$ cat src/rtl/fw_unit.sv
// Operand forwarding and scoreboard interlock: resolves up to three operands from pipeline taps
// or the register file. Define FW_STALL_STATS_EN to add the saturating stall_count output.
module fw_unit #(
   parameter int NSTAGES = 7
) (
   input  logic                   clock,
   input  logic                   reset_n,
   input  logic                   flush,
   input  logic                   src_valid,
   input  logic [2:0]             src_en,
   input  logic [20:0]            src_addr,
   input  logic [383:0]           rf_value,
   input  logic                   issue_wr,
   input  logic [6:0]             issue_target,
   input  logic [3:0]             issue_latency,
   input  logic [NSTAGES-1:0]     tap_wr,
   input  logic [7*NSTAGES-1:0]   tap_target,
   input  logic [128*NSTAGES-1:0] tap_value,
   input  logic [4*NSTAGES-1:0]   tap_stage,
   output logic                   stall,
   output logic                   op_valid,
   output logic [383:0]           op_value,
   output logic [2:0]             op_fwd
`ifdef FW_STALL_STATS_EN
   ,
   output logic [31:0]            stall_count
`endif
);

   logic [3:0]   sb_q [128];
   logic [2:0]   tap_hit;
   logic [2:0]   tap_rdy;
   logic [127:0] tap_sel [3];
   logic [2:0]   opnd_stall;
   logic [2:0]   opnd_fwd;
   logic [383:0] opnd_value;
   logic         accept;

   // Walk taps oldest to youngest so the lowest matching index wins.
   always_comb begin
      tap_hit    = '0;
      tap_rdy    = '0;
      opnd_stall = '0;
      opnd_fwd   = '0;
      opnd_value = '0;
      for (int k = 0; k < 3; k++) begin
         tap_sel[k] = '0;
         for (int i = NSTAGES - 1; i >= 0; i--) begin
            if (tap_wr[i] && (tap_target[7*i +: 7] == src_addr[7*k +: 7])) begin
               tap_hit[k] = 1'b1;
               tap_rdy[k] = ({28'd0, tap_stage[4*i +: 4]} <= $unsigned(i + 1));
               tap_sel[k] = tap_value[128*i +: 128];
            end
         end
         if (src_en[k]) begin
            opnd_stall[k] = (sb_q[src_addr[7*k +: 7]] != 4'd0) || (tap_hit[k] && !tap_rdy[k]);
            opnd_fwd[k]   = tap_hit[k] && tap_rdy[k];
            opnd_value[128*k +: 128] = opnd_fwd[k] ? tap_sel[k] : rf_value[128*k +: 128];
         end
      end
   end

   assign stall  = src_valid && (|opnd_stall);
   assign accept = src_valid && !stall && !flush;

   // A fresh issue load takes precedence over the countdown of the same entry.
   always_ff @(posedge clock or negedge reset_n) begin
      if (!reset_n) begin
         for (int e = 0; e < 128; e++) sb_q[e] <= 4'd0;
      end else if (flush) begin
         for (int e = 0; e < 128; e++) sb_q[e] <= 4'd0;
      end else begin
         for (int e = 0; e < 128; e++) begin
            if (accept && issue_wr && (issue_target == 7'(e))) begin
               sb_q[e] <= issue_latency;
            end else if (sb_q[e] != 4'd0) begin
               sb_q[e] <= sb_q[e] - 4'd1;
            end
         end
      end
   end

   // op_value deliberately holds across flush and idle cycles.
   always_ff @(posedge clock or negedge reset_n) begin
      if (!reset_n) begin
         op_valid <= 1'b0;
         op_value <= '0;
         op_fwd   <= '0;
      end else if (flush) begin
         op_valid <= 1'b0;
         op_fwd   <= '0;
      end else begin
         op_valid <= accept;
         if (accept) begin
            op_value <= opnd_value;
            op_fwd   <= opnd_fwd;
         end
      end
   end

`ifdef FW_STALL_STATS_EN
   always_ff @(posedge clock or negedge reset_n) begin
      if (!reset_n) begin
         stall_count <= '0;
      end else if (flush) begin
         stall_count <= '0;
      end else if (stall && (stall_count != 32'hFFFF_FFFF)) begin
         stall_count <= stall_count + 32'd1;
      end
   end
`endif

endmodule
$ cat config.mk
export PLATFORM = sky130hd
export DESIGN_NAME = fw_unit
export DESIGN_NICKNAME = d
export VERILOG_FILES = /design/src/rtl/fw_unit.sv
export SDC_FILE = /design/constraint.sdc
export NUM_CORES = 2
export LEC_CHECK = 0
export CORE_AREA = 2 2 692 694
export CTS_CLUSTER_DIAMETER = 120
export CTS_CLUSTER_SIZE = 8
export DETAILED_ROUTE_END_ITERATION = 7
export DIE_AREA = 0 0 694 696
export SYNTH_ARGS = -nofsm -noshare
export SYNTH_HDL_FRONTEND = slang
export SYNTH_SLANG_ARGS = --single-unit
$ cat constraint.sdc
create_clock -name clock -period 4.7 [get_ports clock]
set_input_delay 0.94 -clock clock [delete_from_list [all_inputs] [get_ports clock]]
set_output_delay 0.94 -clock clock [all_outputs]
set_load 0.03 [all_outputs]
==> qor.txt <==
Startpoint types -> input port
Fillers -> 52,424
Avg Cell Area, Syn -> 7.556 um^2
Num Clock Sinks -> 900
Critical path class -> in -> out
Share of flip-flops with an asynchronous set or reset -> 100.0%
Reg2reg setup slack -> 0.03 ns
Die Height -> 696 um
Post-DRT Antenna Nets -> 0
Hold bufs inserted after CTS -> 0
Vias in the first global route -> 93,298
Post-synthesis adder-cell area fraction -> 2.079%
Commonest non-fill, non-tap cell in the layout -> clkdlybuf4s50_1
Vias -> 104,745
Total grt overflow -> 0
Clk pin slew, worst setup/hold paths -> 0.05 ns
Worst-Margin Slew -> 1.504 ns
Die width -> 694 um
Critical Path Fanout Max -> 6
Residual DRC -> 1
Main flop type after synthesis -> dfrtp_1
Count of different cell masters after synthesis -> 83
Min-delay worst type -> in -> async
Mapped Nets -> 11,727
Slew Limit Headroom -> -0.8549%
F_max -> 194.4 MHz
DR iter-0 viols -> 15,607
CORE AREA -> 476,400 um^2
CTS Buffer Depth -> 4
PortBufs -> 1,785
Area Growth Syn to Fin -> 49.75%
CP Data Arrival Time -> 4.20 ns
Compound-Gate Fraction of Synth Area -> 30.57%
Largest cells by area after synthesis -> dfrtp_1, nor2_1, o21ai_0
Post-Synth Simple-Gate Area -> 21.24%
Syn Inst Count -> 10,195
Initial core utilization -> 16.17%
Post-synthesis mux area share -> 6.985%
Cell type with the largest total area after synthesis -> dfrtp_1
#FFs+latches synth -> 900
Die Area -> 483,000 um^2
RSZ-0062 raised after global routing -> true
Final Net Count -> 13,782
Status -> finished with violations
Crit path capture type -> primary output
Clock Tree Root -> clkbuf_16
Routed wire length -> 775.5 mm
Ys Warns -> 0
VDD IR-drop max -> 274.2 uV
Number of flops mapped to enable cells by yosys -> 0
Critical Path RT -> 3.76 ns
Setup violations, final -> 3
Violated checks -> DRC, capacitance limit, slew limit, setup timing
H-tree levels -> 4
Area of the multi-input gates -> 50,120 um^2
Clock Skews -> 0.1076 ns
Largest net degree at the start of global routing -> 138
Global Route Usage Sum -> 30.53%
Reg area -> 22,520 um^2
Minimum clock period after layout -> 5.145 ns
Hold Vio Cnt, Final -> 0
Leak pwr -> 0.04363 uW
Clock insertion delay at the later pin of the skew report -> 0.94 ns
Post-synth top area share -> 29.23%
Gpl congestion -> 1.050
Post-DP HPWL -> 623.2 mm
Initial antenna violation count -> 608
Share of post-route cells with drive strength above 1 -> 12.39%
Largest family of logic cells by synthesized area -> compound AO/OA/AOI/OAI gates
Total CTS buffers -> 142
First-pass iteration count of the detailed router -> 8
Most frequent cells in the layout -> clkdlybuf4s50_1, nor2_1, nand2_1
Mapped cell area -> 77,040 um^2
Fin cells -> 19,150
Fin worst setup slack -> -0.4449 ns
I/O pin total -> 1,793
Drt wl/cell -> 40.50 um
TNS Setup -> -0.4538 ns
First-pass GRT wire length -> 979.2 mm
PD cells -> 456.6 nW/um^2
DR vias/cell -> 5.470
Max-Cap Viols -> 1
CTS tree -> done
Inst Count DP -> 18,373
Post-Synth XOR/XNOR Area -> 3.672%
Fin. max-slew vios -> 2
Core Rows -> 254
Final period util -> 109.5%
Sequential cell area fraction in the yosys report -> 29.23%
[critical path, cell delays in order]
cell	delay, ns
clkdlybuf4s50_1	0.50
buf_12	0.14
nor3b_2	0.65
buf_4	0.22
and2_1	0.12
a22o_1	0.18
a211oi_1	0.09
a2111oi_4	0.22
buf_4	0.17
and4b_2	0.23
nor2_2	0.12
nand4_1	0.11
buf_6	0.17
and2_4	0.18
buf_6	0.13
[registers in the layout, indices dropped and copies added (netlist names)]
signal	cells
sb_q	512
op_value	384
op_fwd	3
op_valid	1
[report_power, final]
group | switching [uW] | internal [uW]
Combinational | 16100 | 11600
Clock | 4540 | 6110
Sequential | 3430 | 10900
Total | 24100 | 28600
[per-stage QoR]
step | power [uW] | hold slack, ns | setup slack (ns) | area [um^2] | util (%)
floorplan | 28810 | 0.5148 | 0.04774 | 77040 | -
global placement | 41280 | 0.4608 | -1.434 | 109600 | 23.00
detailed placement | 41510 | 0.4695 | -1.456 | 109600 | 23.00
CTS | 52410 | 0.08057 | -0.4081 | 113800 | 23.89
global route | 55510 | 0.1136 | -0.4873 | 114900 | 24.11
finish | 52680 | 0.09672 | -0.4449 | 115400 | 24.22
[what timing repair did]
item / in CTS / in global routing
cloned: 0 / 1
buffers inserted: 2 / 2
pin swaps: 6 / 1
resized for setup: 15 / 9
endpoints found under the setup margin: 884 / 12
[cell usage after synthesis, drive strengths merged, types with 259 or more instances]
cell type and n:
clkbuf 811, mux2i 316, o21ai 950, nand2 1047
a211oi 529, inv 293, dfrtp 900, nor3 382
a221oi 302, a21oi 633, nor2 1420, xnor2 259
[final cells by class]
type | count | area share, %
diodes | 595 | 1.291
clock buffers | 157 | 3.254
clock inverters | 20 | 0.3601
inverters | 294 | 0.9674
multi-input cells | 8042 | 43.44
flip-flops and latches | 900 | 19.52
well taps | 6272 | 6.802
repair buffers | 2870 | 24.36
[final timing paths]
kind                                                 from                         to  cells past startpoint
worst max-delay path                          src_addr[4]                      stall                     15
worst min-delay path                              reset_n      sb_q[146]$_DFFE_PN0P_                      1
worst max register to register      sb_q[141]$_DFFE_PN0P_   op_value[55]$_DFFE_PN0P_                     16
worst min register to register  op_value[129]$_DFFE_PN0P_  op_value[129]$_DFFE_PN0P_                      2
max in group asynchronous                         reset_n  op_value[122]$_DFFE_PN0P_                      3
min in group clock                              src_en[0]      op_fwd[0]$_DFFE_PN0P_                      3
[per-layer routing]
metal	vias to the layer above	track usage [%]	share of wire, %
met2	8081	42.25	40
met5	-	1.280	0.22
met3	2191	16.44	14
met1	51450	35.17	37
li1	42845	-	-
met4	178	22.30	8.6
[cells by family (layout without fill, tap and decap cells)]
logic type,after synthesis,after routing
buffers and inverters,1253,3341
and+or+nand+nor,3647,3647
adders and majority gates,128,128
DFF,900,900
other,0,595
xor gates and xnor gates,323,323
AOI/OAI and AO/OA,3506,3506
muxes,438,438
Power figures use the tool's default switching activity.
